[src/rtl/cam_pkg.sv]
// Shared types and default geometry for the CAM controller,
// the cell array top and the bench.
package cam_pkg;

  localparam int CAM_WIDTH = 8;
  localparam int CAM_DEPTH = 4;

  typedef enum logic [1:0] {
    OP_WRITE  = 2'd0,
    OP_SEARCH = 2'd1,
    OP_READ   = 2'd2,
    OP_INVAL  = 2'd3
  } cam_op_e;

  typedef enum logic [2:0] {
    ST_IDLE   = 3'd0,
    ST_WRITE  = 3'd1,
    ST_SEARCH = 3'd2,
    ST_WAIT   = 3'd3,
    ST_READ   = 3'd4,
    ST_RESP   = 3'd5
  } cam_state_e;

endpackage

[src/rtl/cam_prio_enc.sv]
// Lowest-index priority encoder for the word-match vector.
// Combinational; idx is 0 when nothing is set.
module cam_prio_enc
  import cam_pkg::*;
#(
  parameter int DEPTH = CAM_DEPTH,
  localparam int AW = $clog2(DEPTH)
) (
  input  logic [DEPTH-1:0] vec,
  output logic             hit,
  output logic [AW-1:0]    idx
);

  always_comb begin
    hit = |vec;
    idx = '0;
    for (int i = DEPTH - 1; i >= 0; i--) begin
      if (vec[i]) idx = AW'(i);
    end
  end

endmodule

[src/rtl/cam_ctrl.sv]
// Request-side sequencer for a CAM cell array: write, search,
// read and invalidate over valid/ready request/response channels.
module cam_ctrl
  import cam_pkg::*;
#(
  parameter int WIDTH = CAM_WIDTH,
  parameter int DEPTH = CAM_DEPTH,
  localparam int AW = $clog2(DEPTH)
) (
  input  logic                   clk,
  input  logic                   reset,
  input  logic                   req_valid_i,
  output logic                   req_ready_o,
  input  logic [1:0]             req_op_i,
  input  logic [AW-1:0]          req_addr_i,
  input  logic [WIDTH-1:0]       req_data_i,
  output logic                   rsp_valid_o,
  input  logic                   rsp_ready_i,
  output logic                   rsp_hit_o,
  output logic [AW-1:0]          rsp_idx_o,
  output logic [WIDTH-1:0]       rsp_data_o,
  output logic [DEPTH-1:0]       cell_we_o,
  output logic [WIDTH-1:0]       cell_data_o,
  output logic                   cell_se_o,
  output logic [WIDTH-1:0]       cell_search_o,
  input  logic [DEPTH*WIDTH-1:0] cell_match_i,
  input  logic [DEPTH*WIDTH-1:0] cell_data_i
);

  cam_state_e       state;
  cam_op_e          op;
  logic [DEPTH-1:0] valid;
  logic [AW-1:0]    addr_q;
  logic [WIDTH-1:0] data_q;
  logic             hit_q;
  logic [AW-1:0]    idx_q;
  logic [WIDTH-1:0] rdata_q;
  logic [DEPTH-1:0] word_match;
  logic             enc_hit;
  logic [AW-1:0]    enc_idx;
  logic [WIDTH-1:0] rd_word;

  assign op = cam_op_e'(req_op_i);

  always_comb begin
    word_match = '0;
    for (int w = 0; w < DEPTH; w++) begin
      word_match[w] = (&cell_match_i[w*WIDTH +: WIDTH]) & valid[w];
    end
  end

  cam_prio_enc #(
    .DEPTH (DEPTH)
  ) u_enc (
    .vec (word_match),
    .hit (enc_hit),
    .idx (enc_idx)
  );

  assign rd_word = cell_data_i[int'(addr_q)*WIDTH +: WIDTH];

  always_ff @(posedge clk or negedge reset) begin
    if (!reset) begin
      state   <= ST_IDLE;
      valid   <= '0;
      addr_q  <= '0;
      data_q  <= '0;
      hit_q   <= 1'b0;
      idx_q   <= '0;
      rdata_q <= '0;
    end else begin
      case (state)
        ST_IDLE: begin
          if (req_valid_i) begin
            addr_q  <= req_addr_i;
            data_q  <= req_data_i;
            hit_q   <= 1'b1;
            idx_q   <= req_addr_i;
            rdata_q <= '0;
            unique case (op)
              OP_WRITE:  state <= ST_WRITE;
              OP_SEARCH: state <= ST_SEARCH;
              OP_READ:   state <= ST_READ;
              OP_INVAL: begin
                valid[req_addr_i] <= 1'b0;
                state <= ST_RESP;
              end
            endcase
          end
        end
        ST_WRITE: begin
          valid[addr_q] <= 1'b1;
          state <= ST_RESP;
        end
        ST_SEARCH: state <= ST_WAIT;
        ST_WAIT: begin
          hit_q <= enc_hit;
          idx_q <= enc_idx;
          state <= ST_RESP;
        end
        ST_READ: begin
          rdata_q <= rd_word;
          state <= ST_RESP;
        end
        ST_RESP: begin
          if (rsp_ready_i) state <= ST_IDLE;
        end
        default: state <= ST_IDLE;
      endcase
    end
  end

  // Gated with reset so ready only rises once reset is released
  assign req_ready_o = reset & (state == ST_IDLE);
  assign rsp_valid_o = (state == ST_RESP);
  assign rsp_hit_o   = hit_q;
  assign rsp_idx_o   = idx_q;
  assign rsp_data_o  = rdata_q;

  always_comb begin
    cell_we_o = '0;
    if (state == ST_WRITE) cell_we_o[addr_q] = 1'b1;
  end

  assign cell_data_o   = (state == ST_WRITE) ? data_q : '0;
  assign cell_se_o     = (state == ST_SEARCH);
  assign cell_search_o = (state == ST_SEARCH) ? data_q : '0;

endmodule

[config.mk]
export PLATFORM = sky130hd
export DESIGN_NAME = cam_ctrl
export DESIGN_NICKNAME = d
export VERILOG_FILES = /design/src/rtl/cam_pkg.sv /design/src/rtl/cam_prio_enc.sv /design/src/rtl/cam_ctrl.sv
export SDC_FILE = /design/constraint.sdc
export NUM_CORES = 1
export LEC_CHECK = 0
export BUFFER_PORTS_ARGS = -buffer_cell sky130_fd_sc_hd__buf_4
export CELL_PAD_IN_SITES_DETAIL_PLACEMENT = 0
export CELL_PAD_IN_SITES_GLOBAL_PLACEMENT = 2
export CORE_MARGIN = 3
export CORE_UTILIZATION = 22
export DETAILED_ROUTE_END_ITERATION = 6
export GPL_ROUTABILITY_DRIVEN = 0
export PLACE_DENSITY_LB_ADDON = 0.1
export REMOVE_ABC_BUFFERS = 1
export SKIP_LAST_GASP = 1
export SLEW_MARGIN = 30
export SYNTH_ARGS = -nofsm -noshare
export SYNTH_HDL_FRONTEND = slang
export SYNTH_SLANG_ARGS = --single-unit
export TNS_END_PERCENT = 5
[constraint.sdc]
create_clock -name clk -period 1.95 [get_ports clk]
set_input_delay 0.195 -clock clk [delete_from_list [all_inputs] [get_ports clk]]
set_output_delay 0.195 -clock clk [all_outputs]
set_load 0.1 [all_outputs]
==> results.md <==
* Cell Rows at 30
* Initial antenna violation count at 0
* Final hold vios at 0
* Antenna Cells at 0
* Global-route wire length before repair at 8160 um
* Setup TNS at 0 ps
* Final ANT Viol Nets at 0
* CP most frequent cell: buf_4
* Static Leak at 1.34 nW
* Transition time at the pin with the least slew margin at 544 ps
* Critical Path Max Stage Delay at 400 ps
* Final Core Density at 0.384
* Fin crit share at 0.939
* Num CTS Buffers at 3
* Postcts setup bufs at 0
* Cell count after placement at 389
* Cell Area, Placed at 2640 um^2
* Worst-Skew Late Latency at 270 ps
* Syn avg cell area at 9.21 um^2
* Slowest library cell on the worst path: dfrtp_1
* Root Buffer: clkbuf_8
* Hold_sp: req_data_i[1]
* Nets at 382
* Clock sink count at 28
* Vias in the first global route at 1733
* Vias at 1695
* Vias per Instance at 4.31
* Worst slack, placed at 271 ps
* Post-synth top area cell: dfrtp_1
* Final setup margin at 118 ps
* Cell Pwr Density at 1450 nW/um^2
* Post-Syn Area at 1650 um^2
* Setup violations, final at 0
* Register clock-pin slew on the reported worst setup and hold paths at 90 ps
* Slew Limit Fails at 0
* Arrival time at the worst endpoint at 1640 ps
* HP Class: in -> reg
* H-tree depth at 1
* Critical path type: reg -> out
* Seq/Total Area, Yosys at 0.425
* Ys flop type: dfrtp_1
* Drt wl/cell at 13.1 um
* Distinct cells, synth at 32
* Yosys reg bits at 28
* Share of cells above drive strength 1 at 0.465
* Skew final at 3.82 ps
* DR pass1 iterations at 4
* Commonest cells post-synth: 52 x nand2_1, 28 x dfrtp_1, 17 x and2_1, 11 x o21ai_0, 8 x mux4_2
* Max Fclk at 546 MHz
* Initial core utilization at 0.235
* WL final at 5160 um
* Synth area leaders: dfrtp_1 43%, nand2_1 12%, mux4_2 11%, and2_1 6.5%, o21ai_0 3.3%
* Req. time, crit path at 1750 ps
* CP startpoint kind: flip-flop
* Syn-to-layout area delta at 63.6%
* Grt ovf at 0
* Die ar. at 8560 um^2
* IO Port Bufs at 113
* Max_cap viols at 0
* Fill count at 720
* Number of synthesized flops with an enable pin at 0
* Dpl hpwl at 4140 um
* Largest net degree at the start of global routing at 29
* Post-synth top area share at 0.425
* Die W at 92.5 um
* CTS Buffer Depth at 2
* Count leader, synth: nand2_1
* Core area at 7020 um^2
* R2r startpoint: state[1]$_DFFE_PN0P_
* Final instance area at 2700 um^2
* Rel. slew slack at 0.637
* Tmin final at 1830 ps
* Mapped Cells at 179
* GR Util All Layers at 0.119
* Crit-path cells: buf_4, nor3b_1, buf_4, and2_1, buf_4
* VDD IR max at 505 uV
* Unrepaired setup endpoints after global routing: true
* Die span in y at 92.5 um
* Post-Layout Cell Count at 393
* Final hold slack at 111 ps
* Status: complete, no violations
* Top fanout value on the critical path at 9
* Final total power at 3.92 mW
* DRC at 0
* TritonCTS clock tree: done
* Async SR Flop Fraction at 1.00
* Boundary Pins at 114
* Worst setup EP type: output pin
* Launch point of the worst path: state[2]$_DFFE_PN0P_
* Ys Warns at 0
* Initial drt markers at 31
power by group:
group	internal, mW	switching, mW	total, mW
registers	0.834	0.232	1.07
logic	0.739	1.81	2.55
clock network	0.138	0.171	0.310
cells in the final DEF, fill, tap and decap left out, types with 2 or more instances in the layout:
cell,instances
dfrtp_1,27
a21oi_1,5
nor3b_1,3
o31ai_1,2
mux4_2,8
o21ai_0,11
nand2_1,52
nor2_1,5
and3_1,2
ha_1,3
a21o_1,2
a22oi_1,2
nand4_1,5
buf_4,123
nor3_1,5
inv_1,4
nand3_1,5
clkbuf_8,3
and2_1,17
critical path, delay by kind of cell, from the launching register on:
kind	cells	cell delay, ps
flip-flops	1	400
buffers and inverters	3	640
AND/OR/NAND/NOR	2	310
area by class of cell:
type	count	area [um^2]	share of cell area
Timing Repair Buffer	124	933	0.346
Sequential cell	28	702	0.260
Inverter	4	15.0	0.00557
Multi-Input combinational cell	138	885	0.328
Tap cell	96	120	0.0445
Clock buffer	3	41.3	0.0153
kinds of logic (layout without fill, tap and decap cells):
family                   count (synthesis)  after routing  share of synthesized area
buffers and inverters                   13            131                     0.0410
adder cells (fa/ha/maj)                  3              3                     0.0228
AND/OR/NAND/NOR                        100            100                      0.303
flip-flops                              28             28                      0.425
multiplexers                             8              8                      0.109
AO/OA/AOI/OAI                           27             27                     0.0987
sequential cells by signal, indices dropped and copies added (netlist names):
register / cells
addr_q: 2
valid: 4
rsp_data_o: 8
data_q: 8
rsp_idx_o: 2
state: 3
rsp_hit_o: 1
worst paths after layout:
path | end | slack, ps | cells past startpoint
setup / recovery | cell_search_o[6] | 120 | 5
hold / removal | data_q[1]$_DFFE_PN0P_ | 110 | 3
setup reg to reg | valid[0]$_DFFE_PN0P_ | 320 | 4
hold reg to reg | data_q[3]$_DFFE_PN0P_ | 490 | 2
max in group asynchronous | addr_q[0]$_DFFE_PN0P_ | 1150 | 3
min in group asynchronous | data_q[7]$_DFFE_PN0P_ | 510 | 3
metal layers:
layer / wire (um) / track usage
met5: 0 / 0
met4: 20 / 0.0260
met3: 487 / 0.0260
met2: 2420 / 0.201
met1: 2230 / 0.156
timing repair:
item	CTS	global route
resized for setup	1	1
hold endpoints to repair	28	0
endpoints found under the setup margin	9	4
hold buffers	1	0
No activity file was read; power rests on OpenSTA's default activity.
